--- src/rtl/sram_arbiter_if.sv ---
// Bundles the fetch port, the execution port and the SRAM pins of the arbiter.
// The slave modport is the arbiter's view; master is the requester/SRAM side.
interface sram_arbiter_if #(
   parameter int SRAM_ADDR_SIZE = 15,
   parameter int DATA_SIZE      = 8
);
   logic [SRAM_ADDR_SIZE-1:0] if_addr;
   logic                      if_rd_en;
   logic [DATA_SIZE-1:0]      if_d_out;
   logic                      if_ack;

   logic [SRAM_ADDR_SIZE-1:0] ex_addr;
   logic                      ex_rd_en;
   logic                      ex_wr_en;
   logic [DATA_SIZE-1:0]      ex_d_in;
   logic [DATA_SIZE-1:0]      ex_d_out;
   logic                      ex_ack;

   logic [SRAM_ADDR_SIZE-1:0] sram_addr;
   logic                      sram_oe_n;
   logic                      sram_we_n;
   logic                      sram_ce_n;
   logic [DATA_SIZE-1:0]      sram_dq_out;
   logic                      sram_dq_oe;
   logic [DATA_SIZE-1:0]      sram_dq_in;

   modport slave (
      input  if_addr, if_rd_en, ex_addr, ex_rd_en, ex_wr_en, ex_d_in, sram_dq_in,
      output if_d_out, if_ack, ex_d_out, ex_ack,
             sram_addr, sram_oe_n, sram_we_n, sram_ce_n, sram_dq_out, sram_dq_oe
   );

   modport master (
      output if_addr, if_rd_en, ex_addr, ex_rd_en, ex_wr_en, ex_d_in, sram_dq_in,
      input  if_d_out, if_ack, ex_d_out, ex_ack,
             sram_addr, sram_oe_n, sram_we_n, sram_ce_n, sram_dq_out, sram_dq_oe
   );
endinterface

--- src/rtl/sram_arbiter.sv ---
// Two-port (fetch / execution) arbiter in front of a single asynchronous SRAM,
// with alternating priority and a fixed number of wait states per access.
//
// state  | meaning
// IDLE   | no access; grants are made only here
// ACCESS | SRAM cycle in progress, WAIT_STATES+1 cycles long
// DONE   | one-cycle ack to the granted port, strobes inactive
module sram_arbiter #(
   parameter int SRAM_ADDR_SIZE = 15,
   parameter int DATA_SIZE      = 8,
   parameter int WAIT_STATES    = 2
) (
   input  logic           clk,
   input  logic           reset,
   sram_arbiter_if.slave  bus
);

   typedef enum logic [1:0] {IDLE, ACCESS, DONE} state_t;

   state_t                    state;
   state_t                    state_nxt;
   logic [2:0]                cnt;
   logic                      rst_done;
   logic                      last_ex;
   logic                      port_ex;
   logic                      write_q;
   logic [SRAM_ADDR_SIZE-1:0] addr_q;
   logic [DATA_SIZE-1:0]      data_q;
   logic [DATA_SIZE-1:0]      if_data_q;
   logic [DATA_SIZE-1:0]      ex_data_q;

   logic if_req;
   logic ex_req;
   logic pick_ex;
   logic grant;
   logic last_access;

   assign if_req      = bus.if_rd_en;
   assign ex_req      = bus.ex_rd_en | bus.ex_wr_en;
   // Execution port wins when alone, or when both ask and fetch was served last.
   assign pick_ex     = ex_req & (~if_req | ~last_ex);
   // rst_done holds off the first grant until the second edge after reset release.
   assign grant       = (state == IDLE) & rst_done & (if_req | ex_req);
   assign last_access = (state == ACCESS) && (cnt == 3'd0);

   always_ff @(posedge clk or negedge reset) begin
      if (!reset) begin
         state <= IDLE;
      end else begin
         state <= state_nxt;
      end
   end

   always_comb begin
      state_nxt = state;
      case (state)
         IDLE:    if (grant) state_nxt = ACCESS;
         ACCESS:  if (cnt == 3'd0) state_nxt = DONE;
         DONE:    state_nxt = IDLE;
         default: state_nxt = IDLE;
      endcase
   end

   always_ff @(posedge clk or negedge reset) begin
      if (!reset) begin
         cnt       <= 3'd0;
         rst_done  <= 1'b0;
         last_ex   <= 1'b1;
         port_ex   <= 1'b0;
         write_q   <= 1'b0;
         addr_q    <= '0;
         data_q    <= '0;
         if_data_q <= '0;
         ex_data_q <= '0;
      end else begin
         rst_done <= 1'b1;
         if (grant) begin
            cnt     <= 3'(WAIT_STATES);
            last_ex <= pick_ex;
            port_ex <= pick_ex;
            write_q <= pick_ex & bus.ex_wr_en;
            addr_q  <= pick_ex ? bus.ex_addr : bus.if_addr;
            data_q  <= bus.ex_d_in;
         end else if (state == ACCESS && cnt != 3'd0) begin
            cnt <= cnt - 3'd1;
         end
         if (last_access && !write_q) begin
            if (port_ex) ex_data_q <= bus.sram_dq_in;
            else         if_data_q <= bus.sram_dq_in;
         end
      end
   end

   always_comb begin
      bus.sram_ce_n  = 1'b1;
      bus.sram_oe_n  = 1'b1;
      bus.sram_we_n  = 1'b1;
      bus.sram_dq_oe = 1'b0;
      bus.if_ack     = 1'b0;
      bus.ex_ack     = 1'b0;
      case (state)
         ACCESS: begin
            bus.sram_ce_n = 1'b0;
            if (write_q) begin
               bus.sram_dq_oe = 1'b1;
               // Release we_n one cycle early so data holds past the write edge.
               bus.sram_we_n  = ~((cnt != 3'd0) || (WAIT_STATES == 0));
            end else begin
               bus.sram_oe_n = 1'b0;
            end
         end
         DONE: begin
            bus.if_ack = ~port_ex;
            bus.ex_ack = port_ex;
         end
         default: ;
      endcase
   end

   assign bus.sram_addr   = addr_q;
   assign bus.sram_dq_out = data_q;
   assign bus.if_d_out    = if_data_q;
   assign bus.ex_d_out    = ex_data_q;

endmodule

--- src/flat_wrapper.sv ---
// flat-port wrapper written by rule: the top's interface ports become plain ports
module sram_arbiter_flat 
#(
   parameter int SRAM_ADDR_SIZE = 15,
   parameter int DATA_SIZE      = 8,
   parameter int WAIT_STATES    = 2
)
  (clk, reset, bus_if_addr, bus_if_rd_en, bus_ex_addr, bus_ex_rd_en, bus_ex_wr_en, bus_ex_d_in, bus_sram_dq_in, bus_if_d_out, bus_if_ack, bus_ex_d_out, bus_ex_ack, bus_sram_addr, bus_sram_oe_n, bus_sram_we_n, bus_sram_ce_n, bus_sram_dq_out, bus_sram_dq_oe);
  sram_arbiter_if #(.SRAM_ADDR_SIZE(SRAM_ADDR_SIZE), .DATA_SIZE(DATA_SIZE)) bus_i ();
  input  logic clk;
  input  logic reset;
  input wire logic [$bits(bus_i.if_addr)-1:0] bus_if_addr;
  input wire logic [$bits(bus_i.if_rd_en)-1:0] bus_if_rd_en;
  input wire logic [$bits(bus_i.ex_addr)-1:0] bus_ex_addr;
  input wire logic [$bits(bus_i.ex_rd_en)-1:0] bus_ex_rd_en;
  input wire logic [$bits(bus_i.ex_wr_en)-1:0] bus_ex_wr_en;
  input wire logic [$bits(bus_i.ex_d_in)-1:0] bus_ex_d_in;
  input wire logic [$bits(bus_i.sram_dq_in)-1:0] bus_sram_dq_in;
  output wire logic [$bits(bus_i.if_d_out)-1:0] bus_if_d_out;
  output wire logic [$bits(bus_i.if_ack)-1:0] bus_if_ack;
  output wire logic [$bits(bus_i.ex_d_out)-1:0] bus_ex_d_out;
  output wire logic [$bits(bus_i.ex_ack)-1:0] bus_ex_ack;
  output wire logic [$bits(bus_i.sram_addr)-1:0] bus_sram_addr;
  output wire logic [$bits(bus_i.sram_oe_n)-1:0] bus_sram_oe_n;
  output wire logic [$bits(bus_i.sram_we_n)-1:0] bus_sram_we_n;
  output wire logic [$bits(bus_i.sram_ce_n)-1:0] bus_sram_ce_n;
  output wire logic [$bits(bus_i.sram_dq_out)-1:0] bus_sram_dq_out;
  output wire logic [$bits(bus_i.sram_dq_oe)-1:0] bus_sram_dq_oe;
  assign bus_i.if_addr = bus_if_addr;
  assign bus_i.if_rd_en = bus_if_rd_en;
  assign bus_i.ex_addr = bus_ex_addr;
  assign bus_i.ex_rd_en = bus_ex_rd_en;
  assign bus_i.ex_wr_en = bus_ex_wr_en;
  assign bus_i.ex_d_in = bus_ex_d_in;
  assign bus_i.sram_dq_in = bus_sram_dq_in;
  assign bus_if_d_out = bus_i.if_d_out;
  assign bus_if_ack = bus_i.if_ack;
  assign bus_ex_d_out = bus_i.ex_d_out;
  assign bus_ex_ack = bus_i.ex_ack;
  assign bus_sram_addr = bus_i.sram_addr;
  assign bus_sram_oe_n = bus_i.sram_oe_n;
  assign bus_sram_we_n = bus_i.sram_we_n;
  assign bus_sram_ce_n = bus_i.sram_ce_n;
  assign bus_sram_dq_out = bus_i.sram_dq_out;
  assign bus_sram_dq_oe = bus_i.sram_dq_oe;
  sram_arbiter #(.SRAM_ADDR_SIZE(SRAM_ADDR_SIZE), .DATA_SIZE(DATA_SIZE), .WAIT_STATES(WAIT_STATES)) u_core (.clk(clk), .reset(reset), .bus(bus_i));
endmodule
--- config.mk ---
export PLATFORM = sky130hd
export DESIGN_NAME = sram_arbiter_flat
export DESIGN_NICKNAME = d
export VERILOG_FILES = /design/src/rtl/sram_arbiter_if.sv /design/src/rtl/sram_arbiter.sv /design/src/flat_wrapper.sv
export SDC_FILE = /design/constraint.sdc
export NUM_CORES = 1
export LEC_CHECK = 0
export CORE_ASPECT_RATIO = 0.75
export CORE_MARGIN = 2
export CORE_UTILIZATION = 45
export DETAILED_ROUTE_END_ITERATION = 7
export PLACE_DENSITY = 0.88
export SLEW_MARGIN = 20
export SYNTH_ARGS = -nofsm -noshare
export SYNTH_HDL_FRONTEND = slang
export SYNTH_SLANG_ARGS = --single-unit
--- constraint.sdc ---
create_clock -name clk -period 3.2 [get_ports clk]
set_input_delay 0.64 -clock clk [delete_from_list [all_inputs] [get_ports clk]]
set_output_delay 0.64 -clock clk [all_outputs]
set_load 0.01 [all_outputs]
== Word level (Yosys, flattened, before mapping) ==
Cells that the tools add are included.
Storage, ports and cells
  bits in registers: 48
  bits of input ports: 51
  logic and storage cells: 51
Operators by class
  add/subtract/negate cells: 1
  equality and inequality tests: 4
  muxes and demuxes: 14
  bitwise operators: 11
  reduce and logical (&&, ||, !) cells: 11
Operators by type and width (number)
  $mux 15: 1
  $mux 1: 8
  $mux 3: 2
  $reduce_and 2->1: 3
  $and 1x1->1: 4
  $mux 2: 2
  $ne 2x1->1 const B: 2
  $not 1->1: 4
  $pmux 2 s2: 1
  $logic_and 1x1->1: 3
  $logic_not 3->1: 1
  $or 1x1->1: 3
  $reduce_bool 3->1: 1
  $sub 3x1->3 const B: 1
  $eq 2x1->1 const B: 1
  $eq 2x2->1 const B: 1
  $logic_not 2->1: 1
  $reduce_bool 2->1: 1
  $logic_not 1->1: 1

== Depth between registers and ports, before layout ==
  word-level depth: 5
  mapped depth: 5

== Worst setup path before layout ==
OpenSTA, ideal clock, no wires.
  path type: reg2out
  start point: register u_core.state[1]
  end point: output bus_sram_we_n
  arrival: 1.158 ns
  path slack: 1.402 ns
  stages on the path, launching flop included: 4
  cells stage by stage: dfrtp_1 -> nand2b_4 -> clkbuf_1 -> or3_1
Between the ends
  word-level cells in the longest chain between the ends: 2
RTL lines
  from (decl): line sram_arbiter.sv:20  | state_t state;
  from (signal assigned): line sram_arbiter.sv:50  | state <= state_nxt;
  $eq 2x1->1: line sram_arbiter.sv:101  | case (state)
  $mux 1: line sram_arbiter.sv:101
  to (decl): line flat_wrapper.sv:25  | output wire logic [$bits(bus_i.sram_we_n)-1:0] bus_sram_we_n;
No other way between the ends.

== Worst setup path in the final report ==
  start point: register u_core.cnt[0]
  end point: output bus_sram_we_n
Between the ends
  word-level cells in the longest chain between the ends: 4
RTL lines
  from (decl): line sram_arbiter.sv:22  | logic [2:0] cnt;
  from (signal assigned): line sram_arbiter.sv:78  | cnt <= 3'(WAIT_STATES);
  from (signal assigned): line sram_arbiter.sv:85  | cnt <= cnt - 3'd1;
  $reduce_bool 3->1: line sram_arbiter.sv:107  | bus.sram_we_n = ~((cnt != 3'd0) || (WAIT_STATES == 0));
  $not 1->1: line sram_arbiter.sv:107
  $mux 1: line sram_arbiter.sv:104  | if (write_q) begin
  $mux 1: line sram_arbiter.sv:101
No other way between the ends.

==> flow_summary.ini <==
[layout]
fill_cells = 318
fin_cells = 298
diodes = 0
final_layout_size_suffix_gt1_frac = 0.290
layout_common_cells = clkdlybuf4s50_1 (94), mux2_2 (54), dfrtp_1 (47)
layout_commonest_cell = clkdlybuf4s50_1
nNetsFinal = 294
area_delta_synth_final_pct = 51.7

[drt]
first_pass_iters = 4
ant_nets = 0
drt_wl_total_mm = 4.89
routedWlPerCell_um = 16.4
vias_per_cell = 5.06
drc = 0
via_count = 1509
drtIter0Drc = 41

[pwr]
powerDensity_mw_per_mm2 = 915
ir_drop_v = 0.000483
p_leak_nw = 1.33
total_power_w = 0.00295

[synth]
synth_cell_types = 30
syn_inst = 142
ys_warn_count = 0
syn_area_mm2 = 0.00213
syn_nets = 195
synth-seq-cells = 48
ys_seq_area_frac = 0.566
syn_area_per_cell_um2 = 15.0

[die]
num_rows = 21
die-area_mm2 = 0.00530
die_w_um = 83.4
start_util = 0.473
top_level_ports = 96
die_y_um = 63.5
coreArea_mm2 = 0.00449

[timing]
finalClockSkew_ns = 0.00591
hold_viol_final = 0
setup_tns_ns = 0
fmax_mhz = 375
layout_min_cycle_time_ns = 2.66
rsz0062_at_grt = no
tightest_slew_ns = 0.621
finalSetupViolations = 0
drv_slew = 0
hold_slack_ns = 0.361
slew_headroom = 0.583
period_share = 0.833

[clocking]
cts_buffer_depth = 2
cts_buffers = 5
h-tree-depth = 2
cts_tree = yes
ctsResizeCount = 0
clk_latency_ns = 0.29
cts_root_buffer = clkbuf_8
cts_setup_buffers = 0
hold_buffers = 0
clock_sinks = 48
cts.clk_slew.worst_paths_ns = 0.08

[worst_setup_path]
cpLargestDelayFamily = buffers and inverters
crit_path_start_kind = flip-flop
arrival_ns = 2.02
critPathMaxStageDelay_ns = 0.52
crit_chain = inv_1, ha_1, nor2b_1, or3_1, clkdlybuf4s50_1
critPathSlowestCell = clkdlybuf4s50_1
setup.worst_path.end_class = output port
critPathKind = reg2out
path_max_fanout = 7
required_ns = 2.56
critPathBufInv = 2

[placed_design]
placed_cells = 291
gp_congestion = 0.753
dp.final_hpwl_mm = 3.73
io_buffer_count = 95

[global_route]
grt_pass1_wl_mm = 8.00
antenna_found_initial = 0
grt_pass1_vias = 1612
grt-ovfl-total = 0
grt_start_max_net_pins = 49
grt_usage = 0.195

[run_status]
status = finished, final reports clean

[flow_run]
cap_violations = 0

[hold_path]
hold_class = in2async
-- worst reg2reg max path, cell delays in order (launching register included) --
cell and delay [ns]:
dfrtp_1 0.39, inv_1 0.08, ha_1 0.18, or2b_1 0.27, nor4_4 0.48, mux2_2 0.41
-- state kept, by name (all words and copies together) (netlist names) --
register	cells
u_core.bus.sram_dq_out	8
u_core.bus.ex_d_out	8
u_core.write_q	1
u_core.rst_done	1
u_core.cnt	3
u_core.last_ex	1
u_core.bus.sram_addr	15
u_core.port_ex	1
u_core.state	2
u_core.bus.if_d_out	8
-- logic make-up (layout without fill, tap and decap cells) --
logic type | after synthesis | after routing | share of synthesized area
buffers and inverters | 9 | 108 | 0.0282
AOI/OAI and AO/OA | 13 | 13 | 0.0441
muxes | 54 | 54 | 0.286
DFF | 48 | 48 | 0.566
adders and majority gates | 2 | 2 | 0.0118
and+or+nand+nor | 15 | 15 | 0.0624
other | 1 | 1 | 0.00176
-- synthesized netlist by cell type --
cell / count / area share
mux2_2: 54 / 0.29
dfrtp_1: 47 / 0.55
inv_1: 4 / 0.0071
o21ai_0: 4 / 0.0094
buf_6: 3 / 0.016
a21o_1: 2 / 0.0071
a21oi_1: 2 / 0.0047
ha_1: 2 / 0.012
nor2_1: 2 / 0.0035
or3_1: 2 / 0.0059
a22o_1: 1 / 0.0041
a2bb2oi_2: 1 / 0.0071
and2_1: 1 / 0.0029
and3b_1: 1 / 0.0041
buf_4: 1 / 0.0035
clkbuf_1: 1 / 0.0018
conb_1: 1 / 0.0018
dfstp_2: 1 / 0.012
nand2b_1: 1 / 0.0029
nand2b_4: 1 / 0.0065
nand4b_2: 1 / 0.0071
nor2b_1: 1 / 0.0029
nor3b_1: 1 / 0.0035
nor3b_2: 1 / 0.0059
nor4_4: 1 / 0.010
o311ai_0: 1 / 0.0041
o31a_1: 1 / 0.0041
o31ai_1: 1 / 0.0035
or2b_1: 1 / 0.0035
or4_1: 1 / 0.0035
-- final cells by class --
class	instances	area, um^2	share of cell area
clock buffers	7	96.3	0.0299
flip-flops and latches	48	1200	0.373
inverters	4	15.0	0.00466
well taps	57	71.3	0.0221
multi-input cells	85	863	0.268
repair buffers	97	976	0.303
-- path summary, 6_finish.rpt --
kind | start | end | slack, ns | cells past startpoint
hold reg to reg | u_core.bus.if_d_out[1]$_DFFE_PN0P_ | u_core.bus.if_d_out[1]$_DFFE_PN0P_ | 0.51 | 1
min in group clk | u_core.bus.if_d_out[1]$_DFFE_PN0P_ | u_core.bus.if_d_out[1]$_DFFE_PN0P_ | 0.51 | 1
setup / recovery | u_core.cnt[0]$_DFFE_PN0P_ | bus_sram_we_n | 0.54 | 5
hold / removal | reset | u_core.write_q$_DFFE_PN0P_ | 0.36 | 1
setup reg to reg | u_core.cnt[0]$_DFFE_PN0P_ | u_core.bus.if_d_out[5]$_DFFE_PN0P_ | 1.29 | 5
max in group asynchronous | reset | u_core.bus.if_d_out[3]$_DFFE_PN0P_ | 2.44 | 1
-- report_power, final --
group          switching (W)  internal, W
combinational       0.000557     0.000915
sequential          0.000183     0.000917
clock               0.000184     0.000193
total               0.000925      0.00202
-- routing by layer --
layer	vias to the layer above	share of wire	wire, um	GRT usage
li1	712	-	-	-
met2	26	0.55	2700	0.351
met5	-	0	0	0
met4	0	0.0070	34	0.0717
met1	766	0.41	2020	0.232
met3	5	0.027	131	0.0406
-- stage by stage --
| stage | setup slack (ns) | instance area [um^2] | util |
|---|---|---|---|
| floorplan | 1.40 | 2130 | - |
| global placement | 0.759 | 3130 | 0.696 |
| detailed placement | 0.699 | 3130 | 0.696 |
| CTS | 0.537 | 3220 | 0.717 |
| global route | 0.420 | 3220 | 0.718 |
| finish | 0.535 | 3220 | 0.718 |
No activity file was read; power rests on OpenSTA's default activity.
